<file path="config.mk">
export PLATFORM = sky130hd
export DESIGN_NAME = spw_light_timecode_ctrl
export DESIGN_NICKNAME = d
export VERILOG_FILES = /design/src/rtl/spw_light_pkg.sv /design/src/rtl/spw_light_tc_fifo.sv /design/src/rtl/spw_light_timecode_ctrl.sv
export SDC_FILE = /design/constraint.sdc
export NUM_CORES = 1
export LEC_CHECK = 0
export BUFFER_PORTS_ARGS = -buffer_cell sky130_fd_sc_hd__buf_4
export CORE_MARGIN = 2
export CORE_UTILIZATION = 58
export DETAILED_ROUTE_END_ITERATION = 16
export PLACE_DENSITY = 0.8
export SYNTH_ARGS = -nofsm -noshare
export SYNTH_HDL_FRONTEND = slang
export SYNTH_SLANG_ARGS = --single-unit
export TNS_END_PERCENT = 30
</file>
<file path="constraint.sdc">
create_clock -name clk -period 2.7 [get_ports clk]
set_clock_uncertainty 0.1 [all_clocks]
set_input_delay 0.27 -clock clk [delete_from_list [all_inputs] [get_ports clk]]
set_output_delay 0.27 -clock clk [all_outputs]
set_load 0.05 [all_outputs]
</file>
<file path="src/rtl/spw_light_pkg.sv">
// Shared definitions for the spw_light time-code controller: register map,
// bit positions, capture entry layout and scheduler states.
package spw_light_pkg;
    localparam int unsigned ADDR_W = 3;
    localparam int unsigned FILL_W = 5;

    localparam logic [ADDR_W-1:0] ADDR_DATA      = 3'd0;
    localparam logic [ADDR_W-1:0] ADDR_STATUS    = 3'd1;
    localparam logic [ADDR_W-1:0] ADDR_CONTROL   = 3'd2;
    localparam logic [ADDR_W-1:0] ADDR_TX_PERIOD = 3'd3;
    localparam logic [ADDR_W-1:0] ADDR_TX_TIME   = 3'd4;

    localparam int unsigned STAT_OVF     = 8;
    localparam int unsigned STAT_SEQ_ERR = 9;

    localparam int unsigned CTRL_CAP_EN  = 0;
    localparam int unsigned CTRL_IRQ_EN  = 1;
    localparam int unsigned CTRL_TX_AUTO = 2;
    localparam int unsigned CTRL_FLUSH   = 3;

    localparam int unsigned TX_ONESHOT   = 31;

    typedef struct packed {
        logic [1:0] ctrl;
        logic [5:0] tc_time;
    } tc_entry_t;

    typedef enum logic [1:0] {
        ST_IDLE,
        ST_COUNT,
        ST_ISSUE
    } tx_state_e;
endpackage

</file>
<file path="src/rtl/spw_light_tc_fifo.sv">
// Synchronous capture FIFO for received time-codes; a pop frees room for a
// push in the same cycle, so a full FIFO accepts push+pop together.
module spw_light_tc_fifo
    import spw_light_pkg::*;
#(
    parameter int unsigned DEPTH = 4
) (
    input  logic              clk,
    input  logic              reset_n,
    input  logic              push,
    input  logic              pop,
    input  logic              flush,
    input  tc_entry_t         wdata,
    output tc_entry_t         head_c,
    output logic [FILL_W-1:0] count,
    output logic              full,
    output logic              empty
);
    localparam int unsigned PTR_W = $clog2(DEPTH);

    tc_entry_t         mem [DEPTH];
    logic [PTR_W-1:0]  wr_ptr;
    logic [PTR_W-1:0]  rd_ptr;
    logic [FILL_W-1:0] count_next;
    logic              do_push;
    logic              do_pop;

    assign do_pop  = pop & ~empty;
    assign do_push = push & (~full | do_pop);
    assign head_c  = mem[rd_ptr];

    always_comb begin
        count_next = count;
        if (flush)
            count_next = '0;
        else if (do_push && !do_pop)
            count_next = FILL_W'(count + 1'b1);
        else if (do_pop && !do_push)
            count_next = FILL_W'(count - 1'b1);
    end

    always_ff @(posedge clk or negedge reset_n) begin
        if (!reset_n) begin
            wr_ptr <= '0;
            rd_ptr <= '0;
            count  <= '0;
            full   <= 1'b0;
            empty  <= 1'b1;
        end else begin
            count <= count_next;
            full  <= (count_next == FILL_W'(DEPTH));
            empty <= (count_next == '0);
            if (flush) begin
                wr_ptr <= '0;
                rd_ptr <= '0;
            end else begin
                if (do_push) wr_ptr <= PTR_W'(wr_ptr + 1'b1);
                if (do_pop)  rd_ptr <= PTR_W'(rd_ptr + 1'b1);
            end
        end
    end

    // Storage needs no reset: entries are only visible through the count.
    always_ff @(posedge clk) begin
        if (do_push && !flush) mem[wr_ptr] <= wdata;
    end
endmodule

</file>
<file path="src/rtl/spw_light_timecode_ctrl.sv">
// Avalon-MM controller for the spw_light time-code path: captures received
// time-codes into a FIFO with IRQ, and schedules periodic/one-shot transmits.
module spw_light_timecode_ctrl
    import spw_light_pkg::*;
#(
    parameter int unsigned FIFO_DEPTH = 4,
    parameter int unsigned PERIOD_W   = 24,
    parameter int unsigned PERIOD_RST = 50000
) (
    input  logic              clk,
    input  logic              reset_n,
    input  logic [ADDR_W-1:0] address,
    input  logic              read,
    input  logic              write,
    input  logic [31:0]       writedata,
    output logic [31:0]       readdata,
    output logic              irq,
    input  logic              link_running,
    input  logic              tick_out,
    input  logic [5:0]        time_out,
    input  logic [1:0]        ctrl_out,
    output logic              tick_in,
    output logic [5:0]        time_in,
    output logic [1:0]        ctrl_in
);
    logic                cap_en, irq_en, tx_auto;
    logic                ovf, seq_err, have_last;
    logic [5:0]          last_time, exp_time;
    logic [PERIOD_W-1:0] tx_period, reload, cnt, cnt_next;
    tc_entry_t           tx_code, wr_code, send_code, fifo_head;
    tx_state_e           state, state_next;
    logic                wr_status, wr_ctrl, wr_period, wr_txtime, rd_fifo;
    logic                fifo_push, fifo_pop, fifo_flush, fifo_full, fifo_empty;
    logic                drop, seq_bad, oneshot, issue_next;
    logic [FILL_W-1:0]   fifo_count;
    logic [31:0]         rd_mux;
    logic                unused_wdata;

    assign wr_status = write & (address == ADDR_STATUS);
    assign wr_ctrl   = write & (address == ADDR_CONTROL);
    assign wr_period = write & (address == ADDR_TX_PERIOD);
    assign wr_txtime = write & (address == ADDR_TX_TIME);
    assign rd_fifo   = read  & (address == ADDR_DATA);
    assign wr_code   = writedata[7:0];
    assign oneshot   = wr_txtime & writedata[TX_ONESHOT];
    assign send_code = wr_txtime ? wr_code : tx_code;

    // Sink for write-data bits that no register implements.
    assign unused_wdata = ^writedata;

    assign fifo_push  = tick_out & cap_en;
    assign fifo_pop   = rd_fifo & ~fifo_empty;
    assign fifo_flush = wr_ctrl & writedata[CTRL_FLUSH];
    assign drop       = fifo_push & fifo_full & ~fifo_pop;
    assign exp_time   = 6'(last_time + 6'd1);
    assign seq_bad    = fifo_push & have_last & (time_out != exp_time);
    assign reload     = (tx_period == '0) ? '0 : PERIOD_W'(tx_period - 1'b1);

    spw_light_tc_fifo #(.DEPTH(FIFO_DEPTH)) u_fifo (
        .clk     (clk),
        .reset_n (reset_n),
        .push    (fifo_push),
        .pop     (fifo_pop),
        .flush   (fifo_flush),
        .wdata   ({ctrl_out, time_out}),
        .head_c  (fifo_head),
        .count   (fifo_count),
        .full    (fifo_full),
        .empty   (fifo_empty)
    );

    // Register file, sticky flags and sequence tracking; flag set beats W1C.
    always_ff @(posedge clk or negedge reset_n) begin
        if (!reset_n) begin
            cap_en    <= 1'b0;
            irq_en    <= 1'b0;
            tx_auto   <= 1'b0;
            ovf       <= 1'b0;
            seq_err   <= 1'b0;
            have_last <= 1'b0;
            last_time <= '0;
            tx_period <= PERIOD_W'(PERIOD_RST);
            tx_code   <= '0;
            irq       <= 1'b0;
        end else begin
            if (wr_ctrl) begin
                cap_en  <= writedata[CTRL_CAP_EN];
                irq_en  <= writedata[CTRL_IRQ_EN];
                tx_auto <= writedata[CTRL_TX_AUTO];
            end
            if (wr_status && writedata[STAT_OVF])     ovf     <= 1'b0;
            if (drop)                                 ovf     <= 1'b1;
            if (wr_status && writedata[STAT_SEQ_ERR]) seq_err <= 1'b0;
            if (seq_bad)                              seq_err <= 1'b1;
            if (fifo_push) begin
                have_last <= 1'b1;
                last_time <= time_out;
            end
            if (fifo_flush || (wr_ctrl && writedata[CTRL_CAP_EN] && !cap_en))
                have_last <= 1'b0;
            if (wr_period) tx_period <= writedata[PERIOD_W-1:0];
            if (wr_txtime)
                tx_code <= wr_code;
            else if (state == ST_ISSUE)
                tx_code.tc_time <= 6'(tx_code.tc_time + 6'd1);
            irq <= irq_en & (~fifo_empty | ovf | seq_err);
        end
    end

    always_comb begin
        rd_mux = '0;
        case (address)
            ADDR_DATA:      if (!fifo_empty) rd_mux = {23'b0, 1'b1, fifo_head};
            ADDR_STATUS:    rd_mux = {22'b0, seq_err, ovf, 1'b0, fifo_full, fifo_empty, fifo_count};
            ADDR_CONTROL:   rd_mux = {29'b0, tx_auto, irq_en, cap_en};
            ADDR_TX_PERIOD: rd_mux = 32'(tx_period);
            ADDR_TX_TIME:   rd_mux = {24'b0, tx_code};
            default:        rd_mux = '0;
        endcase
    end

    always_ff @(posedge clk or negedge reset_n) begin
        if (!reset_n) readdata <= '0;
        else if (read) readdata <= rd_mux;
    end

    // Scheduler: COUNT spends TX_PERIOD-1 cycles, ISSUE the last one of the period.
    always_comb begin
        state_next = state;
        cnt_next   = cnt;
        case (state)
            ST_IDLE: begin
                if (oneshot) begin
                    state_next = ST_ISSUE;
                end else if (tx_auto) begin
                    state_next = ST_COUNT;
                    cnt_next   = reload;
                end
            end
            ST_COUNT: begin
                if (!tx_auto) begin
                    state_next = ST_IDLE;
                    cnt_next   = '0;
                end else if (cnt <= PERIOD_W'(1)) begin
                    state_next = ST_ISSUE;
                    cnt_next   = '0;
                end else begin
                    cnt_next = PERIOD_W'(cnt - 1'b1);
                end
            end
            ST_ISSUE: begin
                state_next = tx_auto ? ST_COUNT : ST_IDLE;
                cnt_next   = tx_auto ? reload : '0;
            end
            default: begin
                state_next = ST_IDLE;
                cnt_next   = '0;
            end
        endcase
        if (!link_running) begin
            state_next = ST_IDLE;
            cnt_next   = '0;
        end
    end

    assign issue_next = (state_next == ST_ISSUE);

    always_ff @(posedge clk or negedge reset_n) begin
        if (!reset_n) begin
            state   <= ST_IDLE;
            cnt     <= '0;
            tick_in <= 1'b0;
            time_in <= '0;
            ctrl_in <= '0;
        end else begin
            state   <= state_next;
            cnt     <= cnt_next;
            tick_in <= issue_next;
            if (issue_next) begin
                time_in <= send_code.tc_time;
                ctrl_in <= send_code.ctrl;
            end
        end
    end
endmodule

</file>
Word level (Yosys, flattened, before mapping)
Memories as Yosys holds them, arrays and structs flattened.
Index checks and enable logic that the tools add are counted.
{"block": "op_classes", "n_addsub": 8, "multipliers": 0, "div_mod_pow": 0, "n_lt_le_gt_ge": 1, "n_eq_ne": 11, "shift": 0, "muxes": 35, "bitwise_logic": 22, "reduce_logical": 23}
{"cell": "24-bit two-way mux", "count": 7}
{"cell": "32-bit one-hot mux with 5 select lines", "count": 1}
{"cell": "24-bit one-hot mux with 3 select lines", "count": 1}
{"cell": "24-bit by 1-bit subtractor with 24-bit output (second input constant)", "count": 2}
{"cell": "24-bit by 1-bit less-or-equal comparator with 1-bit output (second input constant)", "count": 1}
{"cell": "24-bit zero test", "count": 1}
{"cell": "2-bit two-way mux", "count": 9}
{"cell": "1-bit bitwise AND", "count": 16}
{"cell": "5-bit two-way mux", "count": 3}
{"cell": "6-bit by 1-bit adder with 6-bit output (second input constant)", "count": 2}
{"cell": "6-bit two-way mux", "count": 2}
{"cell": "2-bit nonzero test", "count": 6}
{"cell": "1-bit two-way mux", "count": 9}
{"cell": "9-bit two-way mux", "count": 1}
{"cell": "8-bit two-way mux", "count": 1}
{"cell": "1-bit logical AND", "count": 7}
{"cell": "3-bit by 2-bit == test with 1-bit output (second input constant)", "count": 2}
{"cell": "3-bit inequality test (second input constant)", "count": 2}
{"cell": "6-bit inequality test", "count": 1}
{"cell": "2-bit one-hot mux with 3 select lines", "count": 1}
{"cell": "5-bit by 1-bit adder with 5-bit output (second input constant)", "count": 1}
{"cell": "5-bit by 3-bit == test with 1-bit output (second input constant)", "count": 1}
{"cell": "5-bit zero test", "count": 1}
{"cell": "5-bit by 1-bit subtractor with 5-bit output (second input constant)", "count": 1}
{"cell": "other kinds (12)", "count": 21}
{"block": "totals", "regBits": 123, "latchBits": 0, "ram_bits": 32, "mem_bits_ro": 0, "out_inout_bits": 42, "n_memories": 1}
{"name": "u_fifo.mem", "depth": 4, "width": 8, "read_ports": 1, "rd_ports_with_merged_regs": 0, "wr": 1, "line_no": "spw_light_tc_fifo.sv:21", "source": "tc_entry_t mem [DEPTH];"}

Longest topological paths before layout
Gate-level depths: netlist of run 1.
{"block": "logic_depth", "depth_word": 12, "depth_mapped": 8}

By module
A second synthesis of run 1 with hierarchy kept.
{"block": "hier_totals", "hier_cells": 714, "hier_area_um2": 7688.6}
{"module": "spw_light_timecode_ctrl", "n_inst": 1, "cells_per_inst": 594, "area_each_um2": 5796.8, "seq_area_each_um2": 2610.0}
{"module": "spw_light_tc_fifo", "n_inst": 1, "cells_per_inst": 120, "area_each_um2": 1891.8, "seq_area_each_um2": 1237.4}

Worst setup path before layout of run 1
Ideal clock, no wire load.
{"block": "synth_timing", "path_kind": "flip-flop to flip-flop", "from": "reg cnt[6]", "to": "reg ctrl_in[0]", "setup_ns": 0.125, "t_arrival_ns": 2.186, "t_required_ns": 2.475, "setup_slack_ns": 0.289, "stages_incl_launch_ff": 7, "n_path_buf": 0, "period_less_slack_ns": 2.411, "path_cell_list": "dfrtp_1 -> or4_4 -> nor4_4 -> and3_1 -> nand3_2 -> a21oi_4 -> mux2_2"}
{"block": "synth_between", "elab_chain_cells": 6}
{"element": "from (decl)", "line_no": "spw_light_timecode_ctrl.sv:29", "source": "logic [PERIOD_W-1:0] tx_period, reload, cnt, cnt_next;"}
{"element": "from (signal assigned)", "line_no": "spw_light_timecode_ctrl.sv:177", "source": "cnt <= cnt_next;"}
{"element": "24-bit by 1-bit less-or-equal comparator with 1-bit output", "line_no": "spw_light_timecode_ctrl.sv:144", "source": "end else if (cnt <= PERIOD_W'(1)) begin"}
{"element": "2-bit two-way mux", "line_no": "spw_light_timecode_ctrl.sv:144"}
{"element": "2-bit two-way mux", "line_no": "spw_light_timecode_ctrl.sv:141", "source": "if (!tx_auto) begin"}
{"element": "2-bit one-hot mux with 3 select lines", "line_no": "spw_light_timecode_ctrl.sv:131", "source": "case (state)"}
{"element": "2-bit two-way mux", "line_no": "spw_light_timecode_ctrl.sv:160", "source": "if (!link_running) begin"}
{"element": "via state_next[1]", "line_no": "spw_light_timecode_ctrl.sv:31", "source": "tx_state_e state, state_next;"}
{"element": "2-bit == test", "line_no": "spw_light_timecode_ctrl.sv:166", "source": "assign issue_next = (state_next == ST_ISSUE);"}
{"element": "to (signal assigned)", "line_no": "spw_light_timecode_ctrl.sv:181", "source": "ctrl_in <= send_code.ctrl;"}
{"element": "to (decl)", "line_no": "spw_light_timecode_ctrl.sv:24", "source": "output logic [1:0] ctrl_in"}
The timed path passes the listed nets, and every way through them passes these cells.
A chain may end at the register's enable or synchronous reset.

Worst setup path after layout of run 1
{"block": "layout_timing", "from": "reg cnt[6]", "to": "reg ctrl_in[1]"}
The elaborated chain is that of the path after synthesis.

==> impl_results.md, run 1 <==
* First-pass GRT wire length at 30500 um
* Critical Path Sink Type: flop
* Worst-margin pin slew at between 0.6 and 0.7 ns
* Final Hold Fails at 0
* Routed wire length at 18920 um
* All-Layer GR Usage at 29.70%
* Final instance area at 9233 um^2
* WS Path Type: flop to flop
* FILL cells at roughly 830
* # IOs at 91
* Synthesis Warnings at 0
* Fin util at 73.46%
* Worst path arrival time at 2.82 ns
* Leak pwr at 0.003860 uW
* TritonCTS sink count at 147
* Initial core utilization at between 50% and 60%
* Fin crit period at about 2.6 ns
* Die Span X at ~120 um
* H-Tree Level Count at 4
* Clock Latency Late Sink at 0.43 ns
* Cell count after synthesis at 697
* Placed cells at 938
* CTS tree: done
* CP peak stage delay at 0.59 ns
* Peak Freq at 0.3847 GHz
* DP Area at 8284 um^2
* Initial antenna violation count at 0
* Netlist cell types at 60
* Reg area at 3847 um^2
* Postcts setup bufs at 0
* FP Rows at 41
* Setup-failing EPs final at 0
* Post-DR wirelength/cell at 18.86 um
* Layout cell share with drive strength beyond 1 at 24.67%
* GRT Residual Overflow at 0
* Leading area contributor after synthesis: dfrtp_1
* DR vias/cell at roughly 6
* Diode count at 0
* Worst setup SP type: flop
* Avg Inst Size Synth at 10.66 um^2
* Core area at 12570 um^2
* CTS Buf Count at 17
* Setup ws final at 0.1007 ns
* GP Congestion at 0.8996
* Detailed placer's ending HPWL at 13040 um
* Number of nets with antenna violations after routing at 0
* Die area at 13730 um^2
* Vias at approximately 6000
* Type of the tightest min-delay check: primary input to flop
* Async set-or-reset flop fraction in the synthesized netlist at 78.23%
* CTS root buffer: clkbuf_16
* Layout Cells excl Fill at 1003
* Synth top area cells: dfrtp_1 36%, edfxtp_1 13%, mux2_2 6.4%, o21ai_0 3.6%, xnor2_1 3.4%
* Power Dens Cells at 904.8 nW/um^2
* Fin crit share at 96.27%
* Max-cap violations at 0
* Residual DRC at 0
* Largest net degree at the start of global routing at 48
* DP Worst Slack at 0.1015 ns
* Vias in the first global route at 6018
* Die height at 117.2 um
* Multi-input gate area at 3297 um^2
* Post-synthesis sequential area ratio at 51.79%
* RSZ-0062 raised after global routing: yes
* Clk buf depth at 2
* Area growth syn-to-layout at 24.29%
* Slew margin rel. at 56.62%
* Worst VDD drop at between 0.0007 and 0.0008 V
* Yosys reg bits at approximately 150
* Drt first pass iters at 5
* Post-Syn Area at between 7000 and 8000 um^2
* Clock transition at path regs at approximately 0.06 ns
* Post-synth top flop: dfrtp_1
* Critical-path top delay cell: or4_4
* Outcome: finished, final reports clean
* Slew Limit Fails at 0
* Port bufs at 75
* Synth top area share at around 36%
* Worst Path Required at between 2 and 3 ns
* CP Cell Sequence: or4_4 -> nor4_4 -> and3_1 -> nand3_2 -> a21oi_4 -> mux2_2
* CP max FO at 9
* Nets at between 800 and 900
* Initial DRC Count at 534
* Number of flops mapped to enable cells by yosys at 32
## synthesized netlist by cell type (all sizes together) (15+ instances only)
| cell type | instances |
|---|---|
| dfrtp | 108 |
| clkbuf | 22 |
| o21ai | 53 |
| nor3 | 15 |
| edfxtp | 32 |
| mux2 | 42 |
| a21oi | 21 |
| nand2 | 66 |
| inv | 40 |
| buf | 17 |
| xnor2 | 29 |
| nor2 | 58 |
## registers in the layout (all words and copies together) (netlist names), 2 cells and up
name and cells:
cnt 24, ctrl_in 2, last_time 6, readdata 24, state 2, time_in 6, tx_code 8, tx_period 24
u_fifo.count 5, u_fifo.mem 32, u_fifo.rd_ptr 2, u_fifo.wr_ptr 2
## worst max-delay path: cells and delay by family, from the launching register on
family | cells | cell delay, ns
AND/OR/NAND/NOR | 4 | 1.30
AO/OA/AOI/OAI | 1 | 0.32
flip-flops | 1 | 0.39
multiplexers | 1 | 0.38
## metal layers
| metal | wire length, um | vias up | part of all wire (%) | track usage (%) |
|---|---|---|---|---|
| met3 | 1233 | 59 | 6.5 | 7.261 |
| met2 | 9306 | 255 | 49 | 47.78 |
| met5 | 0 | - | 0 | 0 |
| met4 | 710 | 0 | 3.8 | 13.96 |
| li1 | - | 2749 | - | - |
| met1 | 7670 | 2964 | 41 | 38.14 |
## cells in the final DEF (no fill, tap or decap), types with 29 or more instances in the layout
cell type / count
dfrtp_1: 108
buf_4: 98
nand2_1: 66
nor2_1: 58
o21ai_0: 53
mux2_2: 42
inv_1: 40
dlygate4sd3_1: 33
edfxtp_1: 32
xnor2_1: 29
## cell type report
type	count	share of cell area, %
Clock buffer	21	5.096
Clock inverter	11	1.369
Inverter	40	1.626
Multi-Input combinational cell	478	35.71
Sequential cell	147	41.67
Tap cell	172	2.331
Timing Repair Buffer	134	12.20
## report_power, final
| group | internal (uW) | switching [uW] | leakage, uW |
|---|---|---|---|
| logic | 1130 | 1530 | 0.00183 |
| clock network | 1430 | 955 | 0.000282 |
| registers | 2770 | 536 | 0.00175 |
## repair_timing
item                                    4_1_cts  5_1_grt
endpoints found under the setup margin        0       24
endpoints found under the hold margin       102        0
gates resized for setup                       0        3
hold buffers                                 33        0
## worst paths after layout
path	from	to	slack (ns)	cells after the start
worst max-delay path	cnt[6]$_DFFE_PN0P_	ctrl_in[1]$_DFFE_PN0N_	0.10	6
worst min-delay path	link_running	state[0]$_DFF_PN0_	0.03	3
max in group asynchronous	reset_n	tx_period[4]$_DFFE_PN1P_	1.35	3
worst min register to register	time_in[5]$_DFFE_PN0N_	time_in[5]$_DFFE_PN0N_	0.41	1
min in group asynchronous	reset_n	readdata[1]$_DFFE_PN0P_	0.31	2
worst max register to register	cnt[6]$_DFFE_PN0P_	ctrl_in[1]$_DFFE_PN0N_	0.10	6
## stage by stage
| step | setup TNS, ns | hold slack [ns] | total power [uW] |
|---|---|---|---|
| 5_1_grt | -0.000003553 | 0.04275 | 8767 |
| 4_1_cts | 0 | 0.02149 | 8319 |
| 3_3_place_gp | 0 | 0.2231 | 5763 |
| 2_1_floorplan | 0 | -0.1256 | 5025 |
| 6_report | 0 | 0.03318 | 8354 |
| 3_5_place_dp | 0 | 0.2257 | 5893 |
## cell families (layout without fill, tap and decap cells)
| family | after synthesis | after routing | share of synthesized area (%) |
|---|---|---|---|
| and+or+nand+nor | 214 | 214 | 14.20 |
| AOI/OAI and AO/OA | 148 | 148 | 13.10 |
| DFF | 147 | 147 | 51.79 |
| buffers and inverters | 79 | 206 | 4.531 |
| muxes | 55 | 55 | 9.466 |
| xor gates and xnor gates | 41 | 41 | 4.834 |
| adders and majority gates | 12 | 12 | 2.021 |
| other | 1 | 8 | 0.05048 |
Power figures use the tool's default switching activity.
==> run 2: changes to the inputs <==
Settings changed: CELL_PAD_IN_SITES_DETAIL_PLACEMENT set to 1, CELL_PAD_IN_SITES_GLOBAL_PLACEMENT set to 1, CORE_UTILIZATION 58 to 46, PLACE_DENSITY 0.8 to not set, PLACE_DENSITY_LB_ADDON set to 0.1.
==> impl_results.md, run 2 (same netlist as run 1, synthesis figures left out) <==
* Leak pwr at 0.003889 uW (+0.76%)
* Worst Hold Margin at 0.02967 ns (-0.003510 ns)
* Routed wire length at 21360 um (+13%)
* Post-DR wirelength/cell at 20.26 um (+7.4%)
* H-Tree Level Count at 4 (unchanged)
* Clock Latency Late Sink at 0.43 ns (about the same)
* Setup-failing EPs final at 0 (unchanged)
* Die area at 17180 um^2 (+25%)
* All-Layer GR Usage at 26.36% (-3.3 points)
* Worst path arrival time at 2.75 ns (-0.07 ns)
* Layout Cells excl Fill at 1054 (+5.1%)
* Reg power frac at 39.0% (-0.5 points)
* Diode count at 0 (unchanged)
* Final Hold Fails at 0 (unchanged)
* Slew Limit Fails at 0 (unchanged)
* Layout cell share with drive strength beyond 1 at 25.54% (+0.87 points)
* Initial core utilization at 46.93% (-12 points)
* Peak Freq at 0.3862 GHz (+0.40%)
* Fin crit period at 2.589 ns (-0.01025 ns)
* Number of nets with antenna violations after routing at 0 (unchanged)
* Switching power total at 3078 uW (+1.9%)
* Final TNS setup at 0 ns (unchanged)
* Worst-margin pin slew at 0.6103 ns (-0.03844 ns)
* Largest net degree at the start of global routing at 61 (+27%)
* Core area at 15830 um^2 (+26%)
* GP Congestion at 0.8457 (-6.0%)
* CTS tree: done
* Nets at 886 (+0.80%)
* Most frequent cells in the layout: 108 x dfrtp_1, 108 x buf_4, 66 x nand2_1
* Critical Path Sink Type: flop
* CTS root buffer: clkbuf_16
* RSZ-0062 raised after global routing: yes
* Placed cells at 991 (+5.7%)
* Vias in the first global route at 6481 (+7.7%)
* Setup ws final at 0.1109 ns (+0.01025 ns)
* Area growth syn-to-layout at 25.23%
* Initial DRC Count at 293 (-45%)
* TritonCTS sink count at 147 (unchanged)
* FP Rows at 46 (+12%)
* First-pass GRT wire length at 34190 um (+12%)
* WS Path Type: flop to flop
* Clock transition at path regs at 0.06 ns (about the same)
* Clock Power Share at 27.8% (-0.8 points)
* Worst Path Required at 2.86 ns (-0.06 ns)
* Initial antenna violation count at 0 (unchanged)
* CTS Buf Count at 17 (unchanged)
* GRT Residual Overflow at 0 (unchanged)
* Sw Ratio at 36.64% (+0.51 points)
* DR vias/cell at 5.656 (-5.9%)
* Type of the tightest min-delay check: primary input to flop
* Outcome: finished, final reports clean
* Comb pwr share at 33.2% (+1.3 points)
* Power Total at 8399 uW (+0.53%)
* Max reg flops at 32 (unchanged)
* Port bufs at 75 (unchanged)
* Clk buf depth at 2 (unchanged)
* Top reg by flops: u_fifo.mem
* Max-cap violations at 0 (unchanged)
* Vias at 5961 (-1.1%)
* Worst setup SP type: flop
* # IOs at 91 (unchanged)
* CP max FO at 12 (+3)
* Slew margin rel. at 59.32% (+2.7 points)
* Worst VDD drop at 0.0005759 V (-26%)
* Reg area at 3847 um^2 (unchanged)
* Drt first pass iters at 5 (unchanged)
* Pint at 5321 uW (-0.26%)
* Detailed placer's ending HPWL at 15060 um (+15%)
* Multi-input gate area at 3296 um^2 (about the same)
* Die Span X at 131.1 um (+12%)
* Die height at 131.1 um (+12%)
* Fin crit share at 95.89% (-0.38 points)
* Power Dens Cells at 902.8 nW/um^2 (-0.22%)
* FILL cells at 1700 (+100%)
* Residual DRC at 0 (unchanged)
* DP Worst Slack at 0.08258 ns (-0.01893 ns)
run 2: worst max-delay path: stages (launching register included):
cell      delay (ns)
dfrtp_1         0.40
or4_4           0.60
nor4_4          0.30
buf_6           0.19
a31o_4          0.25
buf_4           0.19
a21oi_1         0.05
o21ai_0         0.17
o311ai_0        0.18
run 2: final timing paths:
path	start	to	slack, ns	cells after the start
min in group asynchronous	reset_n	readdata[17]$_DFFE_PN0P_	0.24	2
max	cnt[6]$_DFFE_PN0P_	cnt[9]$_DFFE_PN0P_	0.11	8
min	writedata[9]	tx_period[9]$_DFFE_PN1P_	0.03	2
max in group asynchronous	reset_n	tx_period[8]$_DFFE_PN1P_	1.52	3
max reg2reg	cnt[6]$_DFFE_PN0P_	cnt[9]$_DFFE_PN0P_	0.11	8
min reg2reg	time_in[1]$_DFFE_PN0N_	time_in[1]$_DFFE_PN0N_	0.41	1
run 2: cell type report:
class | count | share of cell area, %
inverters | 40 | 1.614
repair buffers | 141 | 12.49
clock buffers | 20 | 4.802
multi-input cells | 478 | 35.43
well taps | 216 | 2.905
flip-flops and latches | 147 | 41.36
clock inverters | 12 | 1.399
run 2: per-layer routing:
layer  wire length (um)  GRT usage, %
met5                  0             0
met4                474         9.950
met3                776         5.479
met2              11150         46.02
met1               8958         32.24
run 2: timing repair:
| action | 4_1_cts | 5_1_grt |
|---|---|---|
| resized for setup | 1 | 3 |
| hold endpoints to repair | 88 | 0 |
| pin swaps | 0 | 1 |
| setup buffers | 0 | 1 |
| endpoints found under the setup margin | 1 | 11 |
| hold buffers | 30 | 0 |
run 2: power groups by stage:
| stage | Sequential, uW | Combinational (uW) | Clock (uW) |
|---|---|---|---|
| final | 3280 | 2790 | 2330 |
| after CTS | 3270 | 2780 | 2370 |
| after detailed placement | 3310 | 2700 | 0 |
| after global routing | 3350 | 3040 | 2460 |
| after global placement | 3260 | 2600 | 0 |
| after floorplan | 3460 | 1560 | 0 |
run 2: stage by stage:
stage | util (%) | area [um^2]
floorplan | - | 7455
global placement | 52.96 | 8382
detailed placement | 52.96 | 8382
CTS | 58.55 | 9268
global route | 58.77 | 9303
finish | 58.77 | 9303
==> run 3: changes to the inputs <==
Clock period 2.7 ns to 2.5 ns, I/O delays scaled along.
==> impl_results.md, run 3 (same netlist as run 1, synthesis figures left out) <==
* CTS tree: done
* Reg power frac at 38.0% (-1.0 points)
* Leak pwr at 0.004087 uW (+5.1%)
* Outcome: finished, final reports clean
* DP Worst Slack at -0.1361 ns (-0.2187 ns)
* Sw Ratio at 37.44% (+0.79 points)
* Setup ws final at 0.01551 ns (-0.09542 ns)
* CTS Buf Count at 17 (unchanged)
* Worst setup SP type: flop
* Type of the tightest min-delay check: primary input to flop
* Worst path arrival time at 2.70 ns (-0.05 ns)
* Max-cap violations at 0 (unchanged)
* FP Rows at 46 (unchanged)
* Detailed placer's ending HPWL at 15740 um (+4.6%)
* WS Path Type: flop to flop
* Drt first pass iters at 4 (-1)
* Clock Power Share at 26.9% (-0.9 points)
* Final instance area at 9639 um^2 (+3.6%)
* H-Tree Level Count at 4 (unchanged)
* Peak Freq at 0.4025 GHz (+4.2%)
* Worst-margin pin slew at 0.5760 ns (-0.03426 ns)
* Clock Latency Late Sink at 0.44 ns (about the same)
* RSZ-0062 raised after global routing: yes
* Diode count at 0 (unchanged)
* Switching power total at 3490 uW (+13%)
* Core area at 15830 um^2 (unchanged)
* Slew margin rel. at 61.60% (+2.3 points)
* Fin util at 60.90% (+2.1 points)
* GP Congestion at 0.8195 (-3.1%)
* Comb pwr share at 35.1% (+1.9 points)
* DP Area at 8592 um^2 (+2.5%)
* Number of nets with antenna violations after routing at 0 (unchanged)
* Power Dens Cells at 967.1 nW/um^2 (+7.1%)
* DR vias/cell at 5.597 (-1.0%)
* Worst Path Required at 2.72 ns (-0.14 ns)
* Worst VDD drop at 0.0007212 V (+25%)
* Most common cell after layout, fill and taps aside: buf_4
* Clock transition at path regs at 0.07 ns (about the same)
* CP max FO at 8 (-4)
* First-pass GRT wire length at 35140 um (+2.8%)
* Port bufs at 75 (unchanged)
* Post-DR wirelength/cell at 20.57 um (+1.5%)
* Pint at 5832 uW (+9.6%)
* Final TNS setup at 0 ns (unchanged)
* Vias at 6078 (+2.0%)
* All-Layer GR Usage at 27.22% (+0.86 points)
* Initial DRC Count at 289 (-1.4%)
* CTS root buffer: clkbuf_16
* GRT Residual Overflow at 0 (unchanged)
* # IOs at 91 (unchanged)
* Most frequent cells in the layout: 133 x buf_4, 108 x dfrtp_1, 65 x nand2_1
* Fin crit period at 2.484 ns (-0.1046 ns)
* Final Hold Fails at 0 (unchanged)
* Initial antenna violation count at 0 (unchanged)
* Max reg flops at 32 (unchanged)
* Largest net degree at the start of global routing at 51 (-16%)
* Residual DRC at 0 (unchanged)
* Critical Path Sink Type: flop
* Initial core utilization at 46.93% (unchanged)
* Top reg by flops: u_fifo.mem
* Die height at 131.1 um (unchanged)
* Die area at 17180 um^2 (unchanged)
* Slew Limit Fails at 0 (unchanged)
* TritonCTS sink count at 147 (unchanged)
* Vias in the first global route at 6598 (+1.8%)
* Clk buf depth at 2 (unchanged)
* Area growth syn-to-layout at 29.76%
* Fin crit share at 99.38% (+3.5 points)
* Layout cell share with drive strength beyond 1 at 28.51% (+3.0 points)
* Nets at 918 (+3.6%)
* Routed wire length at 22340 um (+4.6%)
* Setup-failing EPs final at 0 (unchanged)
* Die Span X at 131.1 um (unchanged)
[run 3: routing by layer]
| metal | GRT usage [%] | part of all wire (%) |
|---|---|---|
| met5 | 0 | 0 |
| met4 | 8.636 | 2.2 |
| met3 | 5.763 | 3.5 |
| met2 | 49.01 | 53 |
| met1 | 32.60 | 41 |
[run 3: path summary, 6_finish.rpt]
kind                                        start                  endpoint  slack [ns]  depth (start not counted)
setup / recovery              cnt[11]$_DFFE_PN0P_    ctrl_in[0]$_DFFE_PN0N_        0.02                          7
hold / removal                           tick_out     have_last$_DFFE_PN0P_        0.04                          3
setup reg to reg              cnt[11]$_DFFE_PN0P_    ctrl_in[0]$_DFFE_PN0N_        0.02                          7
hold reg to reg            time_in[0]$_DFFE_PN0N_    time_in[0]$_DFFE_PN0N_        0.42                          1
max in group asynchronous                 reset_n    u_fifo.empty$_DFF_PN1_        1.41                          3
min in group asynchronous                 reset_n  readdata[16]$_DFFE_PN0P_        0.21                          2
[run 3: layout make-up]
cell class	instances	area (um^2)
multi-input combinational	478	3349
tap	216	270.3
sequential	147	3847
clock buffer	17	425.4
clock inverter	15	146.4
fill	1700	6188
timing repair buffer	173	1450
inverter	40	150.1
[run 3: repair_timing]
action,in CTS,in global routing
hold buffers,34,0
setup buffers,2,4
pin swaps,2,5
setup endpoints to repair,14,21
resized for setup,6,18
hold endpoints to repair,91,0
gates cloned,0,0
[run 3: power by group through the flow]
| stage | Sequential (uW) | Combinational, uW | Clock, uW |
|---|---|---|---|
| finish | 3540 | 3270 | 2510 |
| floorplan | 3740 | 1690 | 0 |
| global route | 3620 | 3540 | 2640 |
| global placement | 3520 | 2930 | 0 |
| detailed placement | 3570 | 3040 | 0 |
| CTS | 3530 | 3160 | 2550 |
[run 3: metrics by stage]
stage                     power, uW  std cells  hold slack, ns
after floorplan                5427        704         -0.1456
after global placement         6454       1014          0.1154
after detailed placement       6610       1014          0.1214
after CTS                      9240       1082         0.03233
after global routing           9793       1086         0.02649
final                          9322       1086         0.04338
[run 3: worst max-delay path: stages, from the launching register on]
cell and delay (ns):
dfrtp_1 0.39, or4_4 0.57, nor4_4 0.31, and3_4 0.27, nand3_4 0.09, a21oi_4 0.20
buf_12 0.15, mux2_4 0.30
